<file path="config.mk">
export PLATFORM = sky130hd
export DESIGN_NAME = ws_column_sequencer_flat
export DESIGN_NICKNAME = d
export VERILOG_FILES = /design/src/rtl/ws_column_sequencer_if.sv /design/src/rtl/ws_column_sequencer.sv /design/src/flat_wrapper.sv
export SDC_FILE = /design/constraint.sdc
export NUM_CORES = 1
export LEC_CHECK = 0
export CAP_MARGIN = 10
export CORE_MARGIN = 3
export CORE_UTILIZATION = 25
export CTS_CLUSTER_DIAMETER = 80
export DETAILED_ROUTE_END_ITERATION = 8
export PLACE_DENSITY = 0.53
export SETUP_SLACK_MARGIN = 0.5
export SLEW_MARGIN = 20
export SYNTH_ARGS = -nofsm -noshare
export SYNTH_HDL_FRONTEND = slang
export SYNTH_SLANG_ARGS = --single-unit
</file>
<file path="constraint.sdc">
create_clock -name clk -period 1.5 [get_ports clk]
set_input_delay 0.3 -clock clk [delete_from_list [all_inputs] [get_ports clk]]
set_output_delay 0.3 -clock clk [all_outputs]
set_load 0.01 [all_outputs]
</file>
<file path="src/rtl/ws_column_sequencer_if.sv">
// Bundle of command, weight/activation streams and PE-column outputs for the
// weight-stationary column sequencer. master = sequencer side, slave = stimulus side.
interface ws_column_sequencer_if #(
    parameter int WORD_WIDTH = 8,
    parameter int ROWS       = 2,
    parameter int LEN_WIDTH  = 8
);
    logic                         cmd_valid;
    logic                         cmd_ready;
    logic                         cmd_op;
    logic [LEN_WIDTH-1:0]         cmd_len;

    logic                         w_valid;
    logic                         w_ready;
    logic [WORD_WIDTH-1:0]        w_data;

    logic                         act_valid;
    logic                         act_ready;
    logic [ROWS*WORD_WIDTH-1:0]   act_data;

    logic [1:0]                   control;
    logic [WORD_WIDTH*4-1:0]      d_in;
    logic [ROWS*WORD_WIDTH-1:0]   a_in;
    logic                         busy;
    logic                         done;

    modport master (
        input  cmd_valid, cmd_op, cmd_len,
        input  w_valid, w_data,
        input  act_valid, act_data,
        output cmd_ready, w_ready, act_ready,
        output control, d_in, a_in, busy, done
    );

    modport slave (
        output cmd_valid, cmd_op, cmd_len,
        output w_valid, w_data,
        output act_valid, act_data,
        input  cmd_ready, w_ready, act_ready,
        input  control, d_in, a_in, busy, done
    );
endinterface

</file>
<file path="src/rtl/ws_column_sequencer.sv">
// Drives the top of one weight-stationary PE column: weight load beats, compute
// beats with per-row activation skew, and a completion pulse after the column drains.
module ws_column_sequencer #(
    parameter int WORD_WIDTH = 8,
    parameter int ROWS       = 2,
    parameter int LEN_WIDTH  = 8
) (
    input  logic                  clk,
    input  logic                  reset,
    ws_column_sequencer_if.master bus
);
    localparam int CW = $clog2(ROWS + 1);
    localparam int DW = WORD_WIDTH * 4;

    localparam logic [1:0] S_IDLE    = 2'd0;
    localparam logic [1:0] S_LOAD    = 2'd1;
    localparam logic [1:0] S_COMPUTE = 2'd2;
    localparam logic [1:0] S_FLUSH   = 2'd3;

    localparam logic [1:0] CTRL_HOLD    = 2'b00;
    localparam logic [1:0] CTRL_LOAD    = 2'b01;
    localparam logic [1:0] CTRL_COMPUTE = 2'b10;

    localparam logic [CW-1:0]        ROWS_C   = CW'(ROWS);
    localparam logic [CW-1:0]        LAST_W   = CW'(ROWS - 1);
    localparam logic [CW-1:0]        CNT_ONE  = CW'(1);
    localparam logic [LEN_WIDTH-1:0] LEN_ONE  = LEN_WIDTH'(1);

    logic [1:0]                 state_q, state_d;
    logic [CW-1:0]              wcnt_q, wcnt_d;
    logic [CW-1:0]              flush_q, flush_d;
    logic [LEN_WIDTH-1:0]       remaining_q, remaining_d;
    logic [1:0]                 control_q, control_d;
    logic [DW-1:0]              d_in_q, d_in_d;
    logic                       busy_q, busy_d;
    logic                       done_q, done_d;
    logic [ROWS*WORD_WIDTH-1:0] a_in_w;

    logic cmd_fire;
    logic w_fire;
    logic act_fire;

    // Readies depend only on state so no valid->ready combinational path exists.
    assign bus.cmd_ready = (state_q == S_IDLE);
    assign bus.w_ready   = (state_q == S_LOAD);
    assign bus.act_ready = (state_q == S_COMPUTE);

    assign cmd_fire = bus.cmd_valid & (state_q == S_IDLE);
    assign w_fire   = bus.w_valid   & (state_q == S_LOAD);
    assign act_fire = bus.act_valid & (state_q == S_COMPUTE);

    always_comb begin
        state_d     = state_q;
        wcnt_d      = wcnt_q;
        flush_d     = flush_q;
        remaining_d = remaining_q;
        control_d   = CTRL_HOLD;
        d_in_d      = '0;
        done_d      = 1'b0;

        case (state_q)
            S_IDLE: begin
                if (cmd_fire) begin
                    if (!bus.cmd_op) begin
                        state_d = S_LOAD;
                        wcnt_d  = '0;
                    end else if (bus.cmd_len != '0) begin
                        state_d     = S_COMPUTE;
                        remaining_d = bus.cmd_len;
                    end else begin
                        done_d = 1'b1;
                    end
                end
            end

            S_LOAD: begin
                if (w_fire) begin
                    control_d = CTRL_LOAD;
                    d_in_d    = DW'(bus.w_data);
                    if (wcnt_q != ROWS_C) begin
                        wcnt_d = wcnt_q + CNT_ONE;
                    end
                    // done rides with the final load beat itself.
                    if (wcnt_q == LAST_W) begin
                        state_d = S_IDLE;
                        done_d  = 1'b1;
                    end
                end
            end

            S_COMPUTE: begin
                if (act_fire) begin
                    control_d   = CTRL_COMPUTE;
                    remaining_d = remaining_q - LEN_ONE;
                    if (remaining_q == LEN_ONE) begin
                        state_d = S_FLUSH;
                        flush_d = '0;
                    end
                end
            end

            S_FLUSH: begin
                // ROWS+1 state cycles: ROWS visible hold beats after the last compute beat.
                if (flush_q == ROWS_C) begin
                    state_d = S_IDLE;
                    done_d  = 1'b1;
                end else begin
                    flush_d = flush_q + CNT_ONE;
                end
            end

            default: begin
                state_d = S_IDLE;
            end
        endcase

        busy_d = (state_d != S_IDLE);
    end

    always_ff @(posedge clk or posedge reset) begin
        if (reset) begin
            state_q     <= S_IDLE;
            wcnt_q      <= '0;
            flush_q     <= '0;
            remaining_q <= '0;
            control_q   <= CTRL_HOLD;
            d_in_q      <= '0;
            busy_q      <= 1'b0;
            done_q      <= 1'b0;
        end else begin
            state_q     <= state_d;
            wcnt_q      <= wcnt_d;
            flush_q     <= flush_d;
            remaining_q <= remaining_d;
            control_q   <= control_d;
            d_in_q      <= d_in_d;
            busy_q      <= busy_d;
            done_q      <= done_d;
        end
    end

    // Row r gets a line of r+1 registers; non-accept cycles push a zero slot so
    // bubbles travel down the column aligned with the activations.
    for (genvar gi = 0; gi < ROWS; gi++) begin : g_row
        logic [WORD_WIDTH-1:0] line_q [gi+1];
        logic [WORD_WIDTH-1:0] line_d [gi+1];

        always_comb begin
            line_d[0] = act_fire ? bus.act_data[gi*WORD_WIDTH +: WORD_WIDTH] : '0;
            for (int k = 1; k <= gi; k++) begin
                line_d[k] = line_q[k-1];
            end
        end

        always_ff @(posedge clk or posedge reset) begin
            if (reset) begin
                for (int k = 0; k <= gi; k++) begin
                    line_q[k] <= '0;
                end
            end else begin
                for (int k = 0; k <= gi; k++) begin
                    line_q[k] <= line_d[k];
                end
            end
        end

        assign a_in_w[gi*WORD_WIDTH +: WORD_WIDTH] = line_q[gi];
    end

    assign bus.control = control_q;
    assign bus.d_in    = d_in_q;
    assign bus.a_in    = a_in_w;
    assign bus.busy    = busy_q;
    assign bus.done    = done_q;
endmodule
</file>
<file path="src/flat_wrapper.sv">
// flat-port wrapper written by rule: the top's interface ports become plain ports
module ws_column_sequencer_flat 
#(
    parameter int WORD_WIDTH = 8,
    parameter int ROWS       = 2,
    parameter int LEN_WIDTH  = 8
)
  (clk, reset, bus_cmd_valid, bus_cmd_op, bus_cmd_len, bus_w_valid, bus_w_data, bus_act_valid, bus_act_data, bus_cmd_ready, bus_w_ready, bus_act_ready, bus_control, bus_d_in, bus_a_in, bus_busy, bus_done);
  ws_column_sequencer_if #(.WORD_WIDTH(WORD_WIDTH), .ROWS(ROWS), .LEN_WIDTH(LEN_WIDTH)) bus_i ();
  input  logic clk;
  input  logic reset;
  input wire logic [$bits(bus_i.cmd_valid)-1:0] bus_cmd_valid;
  input wire logic [$bits(bus_i.cmd_op)-1:0] bus_cmd_op;
  input wire logic [$bits(bus_i.cmd_len)-1:0] bus_cmd_len;
  input wire logic [$bits(bus_i.w_valid)-1:0] bus_w_valid;
  input wire logic [$bits(bus_i.w_data)-1:0] bus_w_data;
  input wire logic [$bits(bus_i.act_valid)-1:0] bus_act_valid;
  input wire logic [$bits(bus_i.act_data)-1:0] bus_act_data;
  output wire logic [$bits(bus_i.cmd_ready)-1:0] bus_cmd_ready;
  output wire logic [$bits(bus_i.w_ready)-1:0] bus_w_ready;
  output wire logic [$bits(bus_i.act_ready)-1:0] bus_act_ready;
  output wire logic [$bits(bus_i.control)-1:0] bus_control;
  output wire logic [$bits(bus_i.d_in)-1:0] bus_d_in;
  output wire logic [$bits(bus_i.a_in)-1:0] bus_a_in;
  output wire logic [$bits(bus_i.busy)-1:0] bus_busy;
  output wire logic [$bits(bus_i.done)-1:0] bus_done;
  assign bus_i.cmd_valid = bus_cmd_valid;
  assign bus_i.cmd_op = bus_cmd_op;
  assign bus_i.cmd_len = bus_cmd_len;
  assign bus_i.w_valid = bus_w_valid;
  assign bus_i.w_data = bus_w_data;
  assign bus_i.act_valid = bus_act_valid;
  assign bus_i.act_data = bus_act_data;
  assign bus_cmd_ready = bus_i.cmd_ready;
  assign bus_w_ready = bus_i.w_ready;
  assign bus_act_ready = bus_i.act_ready;
  assign bus_control = bus_i.control;
  assign bus_d_in = bus_i.d_in;
  assign bus_a_in = bus_i.a_in;
  assign bus_busy = bus_i.busy;
  assign bus_done = bus_i.done;
  ws_column_sequencer #(.WORD_WIDTH(WORD_WIDTH), .ROWS(ROWS), .LEN_WIDTH(LEN_WIDTH)) u_core (.clk(clk), .reset(reset), .bus(bus_i));
endmodule
</file>
==> metrics.yaml, run 1 <==
status: "finished with violations"
failed_checks: "negative setup slack"
clk_latency_ns: 0.30
setup_tns_ns: -1.32
ys_seq_area_share_pct: 51.2
drc_errors: 0
max_freq_ghz: 0.602
slew_viol_final: 0
grt_pass1_wl_um: 9390
post-place-ws_ns: -0.478
setup_viol: 14
drive_gt1_share_pct: 37.6
synthCells: 224
layout_common_cells: "dfrtp_1 (50), buf_4 (35), clkdlybuf4s50_1 (34), conb_1 (24), buf_2 (24)"
drtAntennaViolNets: 0
multi_input_area_um2: 1140
grt_pass1_vias: 1894
period_share_pct: 111
htreeDepth: 2
clk_pin_slew_worst_paths_ns: 0.09
leakagePower_nw: 1.84
grt_max_degree: 26
rsz0062_at_grt: "yes"
final_util_pct: 39.7
hp-class: "in2async"
gp_congestion: 0.783
ff_latch_area_um2: 1250
maxCapViolCount: 0
ys_async_sr_fraction_pct: 100
area_growth_syn_to_layout_pct: 52.0
netlist_area_um2: 2440
critical_path_peak_fanout: 5
num_antenna_cells: 0
endpoint_kind: "flop"
ys_types: 47
dp_hpwl_um: 4460
ys_seq_elements: 50
coreArea_um2: 9370
worstSetupStartpointType: "flop"
ys.flop_type: "dfrtp_1"
synth_warnings: 0
fin_ws_ns: -0.162
clock_sinks: 50
n_fill_cell: 956
crit_required_ns: 1.70
final.setup_skew_ns: 0.00953
routed_wl_um: 5940
hold_viol: 0
start_util_pct: 26.1
cts.path.max_buffers: 2
first_iter_violations: 34
rows: 35
die_h_um: 105
ir_drop_v: 0.000622
fp.dieW_um: 105
grt_antenna_before_repair: 0
powerDensity_nw_per_um2: 1590
dr.pass1.iters: 4
syn_area_per_cell_um2: 10.9
whs_ns: 0.302
dp_cells: 442
critPathKind: "reg2reg"
num-nets-final: 382
root_buffer: "clkbuf_8"
vias: 1944
fin_crit_ns: 1.66
avgViaCountPerCell: 4.19
numPortBuffers: 68
overflow: 0
cts_made_buffers: 5
synth_edf_count: 0
die-area_um2: 11000
cts_tree: "done"
mostFrequentLayoutCell: "dfrtp_1"
wl_per_cell_um: 12.8
boundaryPins: 93
finalNonFillerCells: 464
grt.total_usage_pct: 10.6
crit_arrival_ns: 1.86
cell type report:
cell class / instances / share of cell area (%)
flip-flops and latches: 50 / 33.7
clock inverters: 3 / 0.640
repair buffers: 115 / 26.8
inverters: 17 / 1.89
clock buffers: 5 / 1.85
multi-input cells: 145 / 30.8
well taps: 129 / 4.34
per-layer routing:
layer,track usage (%),share of wire [%]
met2,17.8,48
met4,2.81,1.1
met1,13.4,44
met3,3.15,6.8
met5,0,0
flip-flops by register name, summed over array words and instances (netlist names):
name and flops:
u_core.g_row.line_d 8, u_core.bus.d_in 8, u_core.bus.a_in 8, u_core.bus.control 2
u_core.bus.done 1, u_core.bus.busy 1, u_core.remaining_q 8, u_core.flush_q 2
u_core.state_q 2, u_core.wcnt_q 2, u_core.g_row.line_q 8
where the power goes:
group	leakage, nW	internal (mW)	switching, mW	total (mW)
clock	0.0408	0.334	0.460	0.794
sequential	0.656	1.68	0.191	1.87
combinational	1.14	1.73	1.51	3.23
total	1.84	3.74	2.16	5.90
per-stage QoR:
step                      power [mW]  cell area, µm²
final                           5.90            3720
after global routing            6.30            3720
after CTS                       5.59            3530
after detailed placement        4.60            3450
after global placement          4.59            3450
after floorplan                 3.47            2580
path summary, 6_finish.rpt:
| kind | startpoint | endpoint | slack, ns | cells past startpoint |
|---|---|---|---|---|
| worst min register to register | u_core.g_row[1].line_d[0]$_DFF_PP0_ | u_core.bus.a_in[8]$_DFF_PP0_ | 0.35 | 0 |
| min in group clk | u_core.g_row[1].line_d[0]$_DFF_PP0_ | u_core.bus.a_in[8]$_DFF_PP0_ | 0.35 | 0 |
| max in group asynchronous | reset | u_core.bus.control[1]$_DFF_PP0_ | 0.81 | 3 |
| worst min-delay path | reset | u_core.bus.d_in[1]$_DFF_PP0_ | 0.30 | 2 |
| worst max-delay path | u_core.state_q[1]$_DFF_PP0_ | u_core.state_q[0]$_DFF_PP0_ | -0.16 | 7 |
| worst max register to register | u_core.state_q[1]$_DFF_PP0_ | u_core.state_q[0]$_DFF_PP0_ | -0.16 | 7 |
logic make-up after synthesis:
group	after synthesis	share of synthesized area, %
AOI/OAI and AO/OA	42	12.2
adders and majority gates	10	5.12
buffers and inverters	52	12.6
DFF	50	51.2
muxes	5	2.05
other	1	0.153
and+or+nand+nor	64	16.7
worst max-delay path: stages (launching register included):
cell     delay (ns)
dfrtp_1        0.43
buf_6          0.14
ha_4           0.17
buf_4          0.14
buf_4          0.13
and4_4         0.15
o22a_1         0.20
o21a_1         0.20
timing repair:
action | 4_1_cts | 5_1_grt
cloned | 1 | 0
endpoints found under the hold margin | 0 | 0
gates resized for setup | 146 | 32
hold buffers | 0 | 0
endpoints found under the setup margin | 73 | 73
setup buffers | 6 | 7
pin swaps | 5 | 7
synth_stat cells, types with 5 or more instances:
cell      count  area [µm²]
a21oi_1       5        25.0
and3_1       27         169
buf_4        25         188
clkbuf_1      6        22.5
dfrtp_1      50        1250
ha_1         10         125
inv_1        17        63.8
mux2i_1       5        50.1
nand2_1      13        48.8
o21ai_0       8        40.0
Note: power is estimated with default switching activity, not from simulation.
==> inputs of run 2 (changes only) <==
--- a/config.mk
+++ b/config.mk
@@ -7,10 +7,10 @@
 export LEC_CHECK = 0
 export CAP_MARGIN = 10
 export CORE_MARGIN = 3
-export CORE_UTILIZATION = 25
+export CORE_UTILIZATION = 40
 export CTS_CLUSTER_DIAMETER = 80
 export DETAILED_ROUTE_END_ITERATION = 8
-export PLACE_DENSITY = 0.53
+export PLACE_DENSITY = 0.78
 export SETUP_SLACK_MARGIN = 0.5
 export SLEW_MARGIN = 20
 export SYNTH_ARGS = -nofsm -noshare
==> run 2 against run 1 <==
The run still ends with negative setup slack left. Fmax decreased by 1.6%. Non-clock buffer count increased by 3. Worst setup slack got worse by 0.027 ns. Register-to-register slack improved by 0.03 ns. Clock skew increased by 0.0063 ns. Sequential share of layout area increased by 0.69 points. Combinational power increased by 5%. First-iteration DRC count increased to 2.6 times the previous value. Flip-flop and latch count unchanged. Via count increased by 4.9%. Sequential power about the same. Routed wire length increased by 2.8%. Critical endpoint is now bus_act_ready.
==> metrics.yaml, run 2 (synthesis gave the netlist of run 1 again) <==
start_util_pct: 42.8
clk_pin_slew_worst_paths_ns: 0.09
root_buffer: "clkbuf_8"
period_share_pct: 113
r2r_cells: 7
grt_pass1_wl_um: 9430
p_int_mw: 3.84
cts_made_buffers: 5
hp-class: "reg2reg"
slew_viol_final: 0
drc_errors: 0
grt_antenna_before_repair: 0
crit_path_end: "bus_act_ready"
ir_drop_v: 0.000875
dr.pass1.iters: 4
dp_hpwl_um: 4020
first_iter_violations: 90
maxCapViolCount: 0
fp.dieW_um: 84.2
powerDensity_nw_per_um2: 1650
gp_congestion: 0.826
r2r_slack_ns: -0.13
area_growth_syn_to_layout_pct: 48.9
clock_sinks: 50
rsz0062_at_grt: "yes"
seqPwrFrac_pct: 31.2
worstSetupStartpointType: "flop"
final.setup_skew_ns: 0.0159
grt.total_usage_pct: 16.3
grt_pass1_vias: 1973
overflow: 0
cts.path.max_buffers: 2
ff_latch_area_um2: 1250
layout_common_cells: "dfrtp_1 (50), clkdlybuf4s50_1 (35), buf_4 (35), buf_2 (26), conb_1 (24)"
rr_startpoint: "u_core.state_q[1]$_DFF_PP0_"
wl_per_cell_um: 14.9
die-area_um2: 7090
multi_input_area_um2: 1120
avgViaCountPerCell: 4.99
combinationalPowerShare_pct: 56.4
routed_wl_um: 6110
finalPower_mw: 6.02
n_fill_cell: 441
failed_checks: "negative setup slack"
numPortBuffers: 68
coreArea_um2: 5710
grt_max_degree: 51
rows: 27
mostFrequentLayoutCell: "dfrtp_1"
vias: 2040
hold_viol: 0
fin_ws_ns: -0.189
crit_start: "u_core.state_q[1]$_DFF_PP0_"
leakagePower_nw: 1.85
die_h_um: 84.2
num-nets-final: 385
pwr-share-clk_pct: 12.4
dp_cells: 381
fin_crit_ns: 1.69
finalNonFillerCells: 409
cts_tree: "done"
swShare_pct: 36.3
htreeDepth: 2
crit_arrival_ns: 1.39
critPathKind: "reg2out"
max_freq_ghz: 0.592
power_switching_mw: 2.18
endpoint_kind: "output port"
drtAntennaViolNets: 0
r2r_end: "u_core.bus.busy$_DFF_PP0_"
drive_gt1_share_pct: 36.8
status: "finished with violations"
critical_path_peak_fanout: 5
crit_required_ns: 1.20
num_antenna_cells: 0
boundaryPins: 93
clk_latency_ns: 0.30
setup_viol: 17
-- run 2: cell count changes in the layout (fill, tap and decap cells not counted), moves of 2 or more --
cell     before  now
buf_6        15   17
buf_8         2    0
buf_2        24   26
a21oi_1       1    3
-- run 2: through the flow --
stage	hold slack, ns	TNS (ns)	setup slack, ns	cell area [µm²]	utilization [%]
3_3_place_gp	0.332	-4.21	-0.397	3330	58.4
6_report	0.352	-1.61	-0.189	3640	63.8
3_5_place_dp	0.335	-4.49	-0.421	3330	58.4
5_1_grt	0.360	-3.07	-0.262	3640	63.8
2_1_floorplan	0.331	-0.167	-0.0505	2580	-
4_1_cts	0.354	-0.733	-0.110	3490	61.1
-- run 2: worst min path at each step --
| stage | endpoint | start | slack [ns] | cells after the start |
|---|---|---|---|---|
| final | u_core.bus.a_in[14]$_DFF_PP0_ | u_core.g_row[1].line_d[6]$_DFF_PP0_ | 0.35 | 0 |
| after global routing | u_core.bus.a_in[15]$_DFF_PP0_ | u_core.g_row[1].line_d[7]$_DFF_PP0_ | 0.36 | 0 |
| after CTS | u_core.bus.a_in[14]$_DFF_PP0_ | u_core.g_row[1].line_d[6]$_DFF_PP0_ | 0.35 | 0 |
| after detailed placement | u_core.bus.a_in[12]$_DFF_PP0_ | u_core.g_row[1].line_d[4]$_DFF_PP0_ | 0.33 | 0 |
| after global placement | u_core.bus.a_in[9]$_DFF_PP0_ | u_core.g_row[1].line_d[1]$_DFF_PP0_ | 0.33 | 0 |
| after floorplan | u_core.bus.a_in[10]$_DFF_PP0_ | u_core.g_row[1].line_d[2]$_DFF_PP0_ | 0.33 | 0 |
-- run 2: area by class of cell --
class	instances	share of cell area (%)
Timing Repair Buffer	118	28.1
Clock buffer	5	1.89
Sequential cell	50	34.4
Multi-Input combinational cell	145	30.9
Tap cell	72	2.47
Inverter	17	1.86
Clock inverter	2	0.412
-- run 2: routing by layer --
metal | routed length, µm | vias up | GRT usage, %
met5 | 0 | - | 0
met2 | 2980 | 82 | 27.8
met4 | 52 | 0 | 3.95
met3 | 382 | 6 | 3.53
li1 | - | 961 | -
met1 | 2690 | 991 | 21.0
-- run 2: critical path, cell delays in order, from the launching register on --
cell and delay [ns]:
dfrtp_1 0.42, buf_6 0.13, ha_4 0.17, buf_4 0.15
buf_4 0.13, buf_6 0.11
-- run 2: timing repair --
item | 4_1_cts | 5_1_grt
cloned | 2 | 1
endpoints found under the setup margin | 73 | 73
pin swaps | 5 | 3
hold buffers | 0 | 0
setup buffers | 9 | 9
resized for setup | 158 | 15
-- run 2: power by group through the flow --
| stage | logic [mW] | registers (mW) | clock network, mW |
|---|---|---|---|
| floorplan | 1.50 | 1.98 | 0 |
| global placement | 2.57 | 1.88 | 0 |
| detailed placement | 2.63 | 1.89 | 0 |
| CTS | 2.95 | 1.87 | 0.765 |
| global route | 3.69 | 1.91 | 0.817 |
| finish | 3.40 | 1.88 | 0.749 |
==> inputs of run 3 (changes only) <==
--- a/config.mk
+++ b/config.mk
@@ -8,7 +8,7 @@
 export CAP_MARGIN = 10
 export CORE_MARGIN = 3
 export CORE_UTILIZATION = 40
-export CTS_CLUSTER_DIAMETER = 80
+export CTS_CLUSTER_DIAMETER = 30
 export DETAILED_ROUTE_END_ITERATION = 8
 export PLACE_DENSITY = 0.78
 export SETUP_SLACK_MARGIN = 0.5
==> results of run 3 <==
The final DEF is identical to that of run 2; final timing and power are the same.
==> RTL edit, RTL diff (config.mk and constraints of run 2) <==
`WORD_WIDTH` is set to 8 in 3 places; all go to 10.
--- a/src/rtl/ws_column_sequencer_if.sv
+++ b/src/rtl/ws_column_sequencer_if.sv
@@ -1,7 +1,7 @@
 // Bundle of command, weight/activation streams and PE-column outputs for the
 // weight-stationary column sequencer. master = sequencer side, slave = stimulus side.
 interface ws_column_sequencer_if #(
-    parameter int WORD_WIDTH = 8,
+    parameter int WORD_WIDTH = 10,
     parameter int ROWS       = 2,
     parameter int LEN_WIDTH  = 8
 );
--- a/src/rtl/ws_column_sequencer.sv
+++ b/src/rtl/ws_column_sequencer.sv
@@ -1,7 +1,7 @@
 // Drives the top of one weight-stationary PE column: weight load beats, compute
 // beats with per-row activation skew, and a completion pulse after the column drains.
 module ws_column_sequencer #(
-    parameter int WORD_WIDTH = 8,
+    parameter int WORD_WIDTH = 10,
     parameter int ROWS       = 2,
     parameter int LEN_WIDTH  = 8
 ) (
--- a/src/flat_wrapper.sv
+++ b/src/flat_wrapper.sv
@@ -1,7 +1,7 @@
 // flat-port wrapper written by rule: the top's interface ports become plain ports
 module ws_column_sequencer_flat 
 #(
-    parameter int WORD_WIDTH = 8,
+    parameter int WORD_WIDTH = 10,
     parameter int ROWS       = 2,
     parameter int LEN_WIDTH  = 8
 )
Interface: changed (resized bus_a_in, bus_act_data, bus_d_in and bus_w_data); port bits go from 93 to 111. The function was not compared with the original's and may differ.
==> RTL edit against run 2 <==
- the flow still finishes with violations (setup timing)
- maximum frequency down 4.5%
- worst setup slack worse by 79 ps
- sequential cell count up 8
- design area up 17%
- total power up 6.9%
- wire length up 12%
- area after synthesis up 12%
- hold slack worse by 5.2 ps
- highest routed layer unchanged
==> RTL edit: results (changes against run 2) <==
.. list-table::
   :header-rows: 1

   * - Metric
     - Value
   * - Run status
     - finished with violations
   * - Failing checks
     - setup timing
   * - Port Buffer Count
     - 80 (+18%)
   * - Clock network power consumption
     - 1.29 mW (+72%)
   * - Comb group
     - 3.01 mW (-11%)
   * - Pin count of the biggest net entering global routing
     - 59 (+16%)
   * - TritonCTS buffer count
     - 9 (+4)
   * - Clock-pin slew on the worst setup and hold paths
     - 70 ps (-20 ps)
   * - Most used standard cell by instance count after synthesis
     - dfrtp_1
   * - DP Area
     - 3870 µm² (+16%)
   * - Biggest area contributors in the synthesized netlist
     - dfrtp_1, buf_4, and3_1, ha_1, mux2i_1
   * - M1 GR Usage
     - 0.215 (+0.00470)
   * - Worst VDD drop
     - 0.673 mV (-23%)
   * - Met2 track demand over resource in global routing
     - 0.300 (+0.0219)
   * - Post-route non-filler standard cell count
     - 464 (+13%)
   * - Critical Path Fanout Max
     - 12 (+7)
   * - Overall global routing resource usage
     - 0.178 (+0.0154)
   * - Cell area after layout
     - 4250 µm² (+17%)
   * - Final count of negative-setup-slack endpoints
     - 15 (-2)
   * - Top-area cell type share of the netlist area
     - 0.528 (+0.0160)
   * - Worst Setup Slack, final
     - -268 ps (-79.0 ps)
   * - Met3 track demand over resource
     - 0.0461 (+0.0108)
   * - Starting DRT DRC Count
     - 121 (+34%)
   * - Count of nets after finishing
     - 436 (+13%)
   * - Via count of the first global-routing pass
     - 2,178 (+10%)
   * - Number of cells after detailed placement
     - 434 (+14%)
   * - Layout cells sized above 1
     - 0.382 (+0.0145)
   * - Count of filler cells inserted in the layout
     - 496 (+12%)
   * - Total net switching power
     - 2.33 mW (+6.9%)
   * - Number of instances in the synthesized netlist
     - 249 (+11%)
   * - Share of cell area taken by muxes after synthesis
     - 0.0259 (+0.00546)
   * - Reg2reg end
     - u_core.remaining_q[0]$_DFFE_PP0P_
   * - Clock network latency to the later pin of the worst-skew pair
     - 330 ps (+30 ps)
   * - Setup_tns
     - -2720 ps (-1110 ps)
   * - Reported leakage power
     - 2.13 nW (+15%)
   * - Sequential cell area fraction in the yosys report
     - 0.528 (+0.0160)
   * - Adder-cell area share of the yosys netlist
     - 0.0455 (-0.00568)
   * - Worst slack, placed
     - -712 ps (-291 ps)
   * - Critical path data arrival time
     - 2020 ps (+630 ps)
   * - Count of vias placed by the detailed router
     - 2,292 (+12%)
   * - Routed Wire Length
     - 6830 µm (+12%)
   * - Most common library cells after synthesis
     - dfrtp_1, buf_4, and3_1, inv_1, nand2_1
RTL edit: area by class of cell:
| cell class | instances | area share |
|---|---|---|
| well taps | 77 | 0.0227 |
| clock inverters | 6 | 0.0100 |
| inverters | 16 | 0.0159 |
| flip-flops and latches | 58 | 0.342 |
| multi-input cells | 164 | 0.307 |
| repair buffers | 133 | 0.271 |
| clock buffers | 10 | 0.0324 |
RTL edit: per-layer routing:
| metal | vias up | wire length [µm] |
|---|---|---|
| li1 | 1086 | - |
| met1 | 1091 | 2790 |
| met2 | 98 | 3400 |
| met3 | 17 | 478 |
| met4 | 0 | 170 |
| met5 | - | 0 |
RTL edit: how the worst min path moves through the flow:
stage / start / end / slack, ps
2_1_floorplan: u_core.g_row[1].line_d[0]$_DFF_PP0_ / u_core.bus.a_in[10]$_DFF_PP0_ / 330
3_3_place_gp: u_core.g_row[1].line_d[2]$_DFF_PP0_ / u_core.bus.a_in[12]$_DFF_PP0_ / 330
3_5_place_dp: u_core.g_row[1].line_d[6]$_DFF_PP0_ / u_core.bus.a_in[16]$_DFF_PP0_ / 330
4_1_cts: u_core.g_row[1].line_d[9]$_DFF_PP0_ / u_core.bus.a_in[19]$_DFF_PP0_ / 350
5_1_grt: u_core.g_row[1].line_d[2]$_DFF_PP0_ / u_core.bus.a_in[12]$_DFF_PP0_ / 350
6_report: u_core.g_row[1].line_d[1]$_DFF_PP0_ / u_core.bus.a_in[11]$_DFF_PP0_ / 350
RTL edit: what timing repair did:
action,in CTS,in global routing
hold endpoints to repair,0,0
gates cloned,1,0
endpoints found under the setup margin,85,85
setup buffers,9,4
pin swaps,13,7
gates resized for setup,190,19
hold buffers,0,0
